$ cat config.mk
export PLATFORM = sky130hd
export DESIGN_NAME = multicycle_control_fsm
export DESIGN_NICKNAME = d
export VERILOG_FILES = /design/src/rtl/multicycle_control_fsm.sv
export SDC_FILE = /design/constraint.sdc
export NUM_CORES = 1
export LEC_CHECK = 0
export ABC_AREA = 1
export CORE_UTILIZATION = 35
export DETAILED_ROUTE_END_ITERATION = 10
export HOLD_SLACK_MARGIN = 0.12
export PLACE_DENSITY = 0.67
export SYNTH_ARGS = -nofsm -noshare
export SYNTH_HDL_FRONTEND = slang
export SYNTH_SLANG_ARGS = --single-unit
$ cat constraint.sdc
create_clock -name clk -period 2.9 [get_ports clk]
set_input_delay 0.58 -clock clk [delete_from_list [all_inputs] [get_ports clk]]
set_output_delay 0.58 -clock clk [all_outputs]
set_load 0.03 [all_outputs]
$ cat src/rtl/multicycle_control_fsm.sv
// Multi-cycle control sequencer for the 16-bit RISC core.
// Walks each instruction through FETCH/DECODE/EXEC/MEM/WB, runs memory handshakes with a wait timeout, and latches faults.
module multicycle_control_fsm #(
  parameter int OPCODE_W    = 4,
  parameter int ALU_OP_W    = 3,
  parameter int MEM_TIMEOUT = 15
) (
  input  logic                clk,
  input  logic                rst,
  input  logic                stall,
  input  logic [OPCODE_W-1:0] opcode,
  output logic                imem_req,
  input  logic                imem_ack,
  output logic                dmem_req,
  input  logic                dmem_ack,
  output logic                ir_wr,
  output logic                pc_wr,
  output logic [1:0]          pc_src,
  output logic [ALU_OP_W-1:0] alu_op,
  output logic                alu_src,
  output logic                reg_dst,
  output logic                reg_wr,
  output logic                link_wr,
  output logic                cmp,
  output logic                mov,
  output logic                mem_rd,
  output logic                mem_wr,
  output logic                mem_to_reg,
  output logic                fault,
  output logic [2:0]          state
);

  typedef enum logic [2:0] {
    S_FETCH  = 3'd0,
    S_DECODE = 3'd1,
    S_EXEC   = 3'd2,
    S_MEM    = 3'd3,
    S_WB     = 3'd4,
    S_FAULT  = 3'd7
  } state_t;

  typedef enum logic [2:0] {K_ALU, K_NOP, K_JMP, K_JAL, K_LW, K_SW} kind_t;

  typedef struct packed {
    kind_t      kind;
    logic [2:0] alu;
    logic       alu_src;
    logic       reg_dst;
    logic       cmp;
    logic       mov;
  } ctrl_t;

  localparam int CNT_W = (MEM_TIMEOUT > 1) ? $clog2(MEM_TIMEOUT) : 1;
  localparam logic [CNT_W-1:0] CNT_LAST = CNT_W'((MEM_TIMEOUT > 0) ? MEM_TIMEOUT - 1 : 0);

  state_t            r_state;
  ctrl_t             r_ctrl;
  logic [CNT_W-1:0]  r_wait;

  state_t            w_next;
  ctrl_t             w_dec;
  logic              w_illegal;
  logic              w_waiting;
  logic              w_timeout;
  logic [CNT_W-1:0]  w_wait_next;

  assign w_illegal = (opcode >> 4) != '0;

  always_comb begin
    w_dec = '{kind: K_ALU, alu: 3'b111, alu_src: 1'b0, reg_dst: 1'b0, cmp: 1'b0, mov: 1'b0};
    case (opcode[3:0])
      4'h0: w_dec.kind = K_NOP;
      4'h1: begin w_dec.alu = 3'b000; w_dec.reg_dst = 1'b1; end
      4'h2: begin w_dec.alu = 3'b000; w_dec.alu_src = 1'b1; end
      4'h3: w_dec.alu = 3'b001;
      4'h4: w_dec.alu = 3'b010;
      4'h5: w_dec.alu = 3'b011;
      4'h6: w_dec.alu = 3'b100;
      4'h7: w_dec.kind = K_JAL;
      4'h8: w_dec.cmp = 1'b1;
      4'h9: w_dec.mov = 1'b1;
      4'hA: w_dec.kind = K_JMP;
      4'hB: begin w_dec.reg_dst = 1'b1; w_dec.alu_src = 1'b1; end
      4'hC: begin w_dec.kind = K_LW; w_dec.alu = 3'b000; w_dec.reg_dst = 1'b1; w_dec.alu_src = 1'b1; end
      4'hD: begin w_dec.kind = K_SW; w_dec.alu = 3'b000; w_dec.alu_src = 1'b1; end
      4'hE: begin w_dec.alu = 3'b001; w_dec.cmp = 1'b1; end
      default: begin w_dec.alu = 3'b001; w_dec.cmp = 1'b1; end
    endcase
  end

  // Wait cycles are counted from entry into FETCH/MEM; the ack wins on the last allowed cycle.
  assign w_waiting   = ((r_state == S_FETCH) && !imem_ack) || ((r_state == S_MEM) && !dmem_ack);
  assign w_timeout   = (MEM_TIMEOUT != 0) && w_waiting && (r_wait == CNT_LAST);
  assign w_wait_next = (w_waiting && !w_timeout && (MEM_TIMEOUT != 0)) ? r_wait + 1'b1 : '0;

  always_ff @(posedge clk) begin
    // NOTE: non-blocking assignments so every register samples the pre-edge values.
    if (rst) begin
      r_state <= S_FETCH;
      r_ctrl  <= '0;
      r_wait  <= '0;
    end else begin
      r_state <= w_next;
      r_wait  <= w_wait_next;
      if (r_state == S_DECODE) r_ctrl <= w_dec;
    end
  end

  always_comb begin
    w_next = r_state;
    case (r_state)
      S_FETCH: begin
        if (imem_ack)       w_next = S_DECODE;
        else if (w_timeout) w_next = S_FAULT;
      end
      S_DECODE: begin
        if (!stall) begin
          if (w_illegal)                w_next = S_FAULT;
          else if (w_dec.kind == K_NOP) w_next = S_FETCH;
          else                          w_next = S_EXEC;
        end
      end
      S_EXEC: begin
        if (!stall) begin
          case (r_ctrl.kind)
            K_JMP, K_JAL: w_next = S_FETCH;
            K_LW, K_SW:   w_next = S_MEM;
            default:      w_next = S_WB;
          endcase
        end
      end
      S_MEM: begin
        if (dmem_ack)       w_next = (r_ctrl.kind == K_LW) ? S_WB : S_FETCH;
        else if (w_timeout) w_next = S_FAULT;
      end
      S_WB:    if (!stall) w_next = S_FETCH;
      S_FAULT: w_next = S_FAULT;
      default: w_next = S_FAULT;
    endcase
  end

  always_comb begin
    // NOTE: every output is given a default first so no latch can be inferred.
    imem_req   = 1'b0;
    dmem_req   = 1'b0;
    ir_wr      = 1'b0;
    pc_wr      = 1'b0;
    pc_src     = 2'b00;
    alu_op     = '0;
    alu_src    = 1'b0;
    reg_dst    = 1'b0;
    reg_wr     = 1'b0;
    link_wr    = 1'b0;
    cmp        = 1'b0;
    mov        = 1'b0;
    mem_rd     = 1'b0;
    mem_wr     = 1'b0;
    mem_to_reg = 1'b0;
    fault      = 1'b0;
    state      = 3'd0;
    if (!rst) begin
      state = r_state;
      case (r_state)
        S_FETCH: begin
          imem_req = 1'b1;
          ir_wr    = imem_ack;
          pc_wr    = imem_ack;
        end
        S_EXEC, S_MEM, S_WB: begin
          alu_op  = ALU_OP_W'(r_ctrl.alu);
          alu_src = r_ctrl.alu_src;
          reg_dst = r_ctrl.reg_dst;
          cmp     = r_ctrl.cmp;
          mov     = r_ctrl.mov;
          if (r_state == S_EXEC) begin
            if (r_ctrl.kind == K_JMP) begin
              pc_src = 2'b01;
              pc_wr  = !stall;
            end else if (r_ctrl.kind == K_JAL) begin
              pc_src  = 2'b10;
              pc_wr   = !stall;
              reg_wr  = !stall;
              link_wr = !stall;
            end
          end else if (r_state == S_MEM) begin
            dmem_req = 1'b1;
            mem_rd   = (r_ctrl.kind == K_LW);
            mem_wr   = (r_ctrl.kind == K_SW);
          end else begin
            reg_wr     = !stall;
            mem_to_reg = (r_ctrl.kind == K_LW);
          end
        end
        S_FAULT: fault = 1'b1;
        default: ;
      endcase
    end
  end

endmodule

# Word level (Yosys, flattened, before mapping)
# Index checks and enable logic that the tools add are counted.
[totals]
in_bits = 9
ff_bits = 17
out_inout_bits = 22
elab_cells = 125
[op_classes]
n_mux = 67
n_reduce_logical = 21
add_sub_neg = 1
bitwise_logic = 1
eq_ne = 27
[op_table]
columns = ["operator", "count"]
rows = [
  ["1-bit two-way mux", 46],
  ["3-bit case mux with 5 select lines", 3],
  ["3-bit two-way mux", 10],
  ["4-bit equality test, second input constant", 7],
  ["4-bit by 3-bit equality test with 1-bit output, second input constant", 4],
  ["13-bit OR reduction", 1],
  ["3-bit by 2-bit equality test with 1-bit output, second input constant", 4],
  ["3-bit equality test, second input constant", 4],
  ["2-bit two-way mux", 6],
  ["4-bit by 2-bit equality test with 1-bit output, second input constant", 2],
  ["4-bit OR reduction", 2],
  ["3-bit by 1-bit equality test with 1-bit output, second input constant", 2],
  ["2-bit inequality test, second input constant", 3],
  ["3-bit case mux with 2 select lines", 1],
  ["2-bit OR reduction", 3],
  ["3-bit OR reduction", 2],
  ["6-bit OR reduction", 1],
  ["4-bit by 1-bit adder with 4-bit output, second input constant", 1],
  ["4-bit by 1-bit equality test with 1-bit output, second input constant", 1],
  ["1-bit logical AND", 4],
  ["1-bit logical NOT", 4],
  ["4-bit logical NOT", 1],
  ["3-bit logical NOT", 1],
  ["3-bit AND reduction", 1],
  ["3 further kinds", 3],
]

# Longest topological paths before layout
[logic_depth]
ltp_word = 8
ltp_mapped = 9
mapped_depth_nobuf = 8

# Worst setup path before layout
# No wires, ideal clock.
[synth_path]
path_kind = "input -> output"
start = "input port rst"
end = "output port mem_rd"
cell_stages = 4
required_time_ps = 2320
n_path_buf = 1
arrival_ps = 1802
slack_ps = 518
path_cell_list = "buf_2 -> nor2_1 -> nand2_1 -> nor2_1"
[synth_between]
elab_chain_len = 1
[synth_rtl]
columns = ["element", "line_no", "text"]
rows = [
  ["from (decl)", "9", "input logic rst,"],
  ["1-bit two-way mux", "161", "if (!rst) begin"],
  ["to (decl)", "26", "output logic mem_rd,"],
]
# No other way between the ends.

# Worst setup path after layout
[layout_path]
start = "input port rst"
end = "output port dmem_req"
[layout_between]
elab_chain_len = 1
[layout_rtl]
columns = ["element", "line_no", "text"]
rows = [
  ["1-bit two-way mux", "161", ""],
  ["to (decl)", "14", "output logic dmem_req,"],
]
# No other way between the ends.

==> impl_metrics.csv <==
group,metric,value,unit
status,status,"complete, no violations",
cells_and_area,final_common_cell,"nand2_1",
clock_tree,path_clk_slew,100,ps
critical_path,critPathMaxFanout,10,
place,gp_congestion,0.903,
cells_and_area,antenna_cells,0,
global_routing,first_global_vias,1070,
floorplanning,core_area,0.00313,mm2
global_routing,gr-usage-all-layers,17.0,%
clock_tree,cts-hold-fix-buffers,0,
critical_path,critPathLaunchType,"input pin",
place,pre_cts_slack,157,ps
critical_path,path_buf_inv,4,
critical_path,cp_cell_sequence,"clkdlybuf4s50_1, buf_4, nor2_1, nand2_1, inv_1, clkdlybuf4s50_1",
job,max-cap-violations,0,
place,port_buffers,30,
critical_path,critPathTopFamily,"buffers and inverters",
power,ir_drop,0.387,mV
timing,rsz0062_at_grt,"false",
clock_tree,cts_resized,0,
place,dp_cells,261,
timing,drv_slew,0,
critical_path,required,2320,ps
floorplanning,ios,31,
routing,wire_per_inst,10.5,um
routing,viasPerCell,4.91,
place,dpl_cell_area,0.00153,mm2
synthesis,avgSynthCellArea,6.31,um2
cells_and_area,fillers,333,
routing,drc,0,
routing,drtIter0Drc,30,
cells_and_area,syn_to_final_growth,32.0,%
timing,max_slew.worst_pin.slew,360,ps
clock_tree,insertion_delay,300,ps
floorplanning,rows,20,
min_path,hold_class,"flip-flop to flip-flop",
cells_and_area,final_util,49.8,%
clock_tree,numCtsBuffers,3,
floorplanning,die-area,0.00361,mm2
critical_path,cpPeakStageDelay,650,ps
cells_and_area,final_area,0.00156,mm2
synthesis,ys_types,31,
routing,firstDrtPassIters,4,
cells_and_area,stdcell_count,265,
synthesis,ys_warn_count,0,
cells_and_area,final_cell_mix,"nand2_1 (44), nor2_1 (34), clkdlybuf4s50_1 (25), dfxtp_1 (17), inv_1 (16)",
clock_tree,cts.sinks,17,
power,p_leak,0.697,nW
timing,setup_violations,0,
synthesis,ys_seq_area_share,28.8,%
global_routing,grt_pass1_wl,4600,um
timing,final-hold-violation-count,0,
global_routing,overflow,0,
routing,antenna_left,0,
min_path,min_path_cells,1,
timing,skew,5.00,ps
floorplanning,die_height,60.1,um
synthesis,synthCells,187,
critical_path,cp-end-kind,"output port",
floorplanning,die_x,60.1,um
clock_tree,htree_levels,1,
critical_path,cp_common_cell,"clkdlybuf4s50_1",
global_routing,antenna_found_initial,0,
synthesis,synth_area,0.00118,mm2
clock_tree,cts-root-buf,"clkbuf_4",
cells_and_area,nets,234,
critical_path,cp.arrival,2170,ps
timing,fmax,0.364,GHz
routing,drt_wl_total,2780,um
critical_path,cp_slowest_cell,"clkdlybuf4s50_1",
floorplanning,start_util,37.7,%
critical_path,critPathKind,"input pin to output port",
timing,period_minus_slack,2750,ps
critical_path,reg2reg_depth,8,
critical_path,crit_cells,6,
place,dpl.hpwl,2230,um
timing,max-slew-margin-rel,76.0,%
cells_and_area,drive_gt1_share,12.2,%
routing,vias,1302,
power,p_per_area,734,mW/mm2
synthesis,synth-seq-cells,17,
global_routing,grt_max_degree,15,
timing,fin_ws,154,ps
timing,fin_tns_setup,0,ps
synthesis,synth_nets,199,
clock_tree,cts_tree,"built",
clock_tree,clock_path_buffers,2,
timing,fin_crit_sh,94.7,%
clock_tree,postCtsSetupRepairBufs,0,
-- layout make-up --
class	count	area, um2	share of cell area (%)
Clock buffer	4	26.3	1.69
Inverter	22	85.1	5.46
Multi-Input combinational cell	144	728	46.7
Sequential cell	17	340	21.8
Tap cell	44	55.1	3.53
Timing Repair Buffer	34	323	20.7
-- cells by family after synthesis --
logic type | after synthesis | share of synthesized area [%]
compound gates | 28 | 13.5
xor+xnor | 2 | 1.48
fa+ha+maj | 3 | 3.18
buf+inv | 26 | 9.44
flops | 17 | 28.8
simple gates | 111 | 43.6
-- metrics by stage --
stage          hold slack [ps]  power, mW
2_1_floorplan              430      0.850
5_1_grt                    499       1.25
4_1_cts                    483       1.15
3_3_place_gp               448       1.01
6_report                   483       1.14
3_5_place_dp               459       1.01
-- routing by layer --
layer	vias to the layer above	track usage, %	wire length, um
li1	687	-	-
met1	575	22.8	1420
met2	38	26.8	1210
met3	2	4.55	139
met4	0	3.99	13
met5	-	0	0
-- sequential cells by signal, indices dropped and copies added (netlist names) --
name	count
r_state	3
r_ctrl	10
r_wait	4
-- cells in the mapped netlist (all sizes together) --
cell    instances  area share, %
ha              3            3.2
nor4            3            1.6
o211ai          1           0.64
a21oi          11            5.3
nand4           3            1.6
xor2            1           0.74
clkinv          2           0.64
inv            20            6.6
dfxtp          17             29
nand2          46             15
o21ai          11            4.7
xnor2           1           0.74
buf             4            2.2
nand3b          1           0.64
and2            1           0.53
nor3            2            1.3
a31oi           3            1.6
a22oi           2            1.3
nor2           38             14
nand3          17            9.1
-- worst paths after layout --
| path | from | endpoint | slack, ps |
|---|---|---|---|
| hold reg to reg | r_wait[0]$_SDFF_PP0_ | r_wait[0]$_SDFF_PP0_ | 480 |
| setup / recovery | rst | dmem_req | 150 |
| hold / removal | r_wait[0]$_SDFF_PP0_ | r_wait[0]$_SDFF_PP0_ | 480 |
| setup reg to reg | r_state[0]$_SDFFE_PP0P_ | r_state[0]$_SDFFE_PP0P_ | 1630 |
-- where the power goes --
group / switching [mW] / total, mW / internal [mW]
Sequential: 0.0714 / 0.373 / 0.302
Combinational: 0.417 / 0.637 / 0.220
Clock: 0.0796 / 0.133 / 0.0536
(Power assumes the default switching activity.)
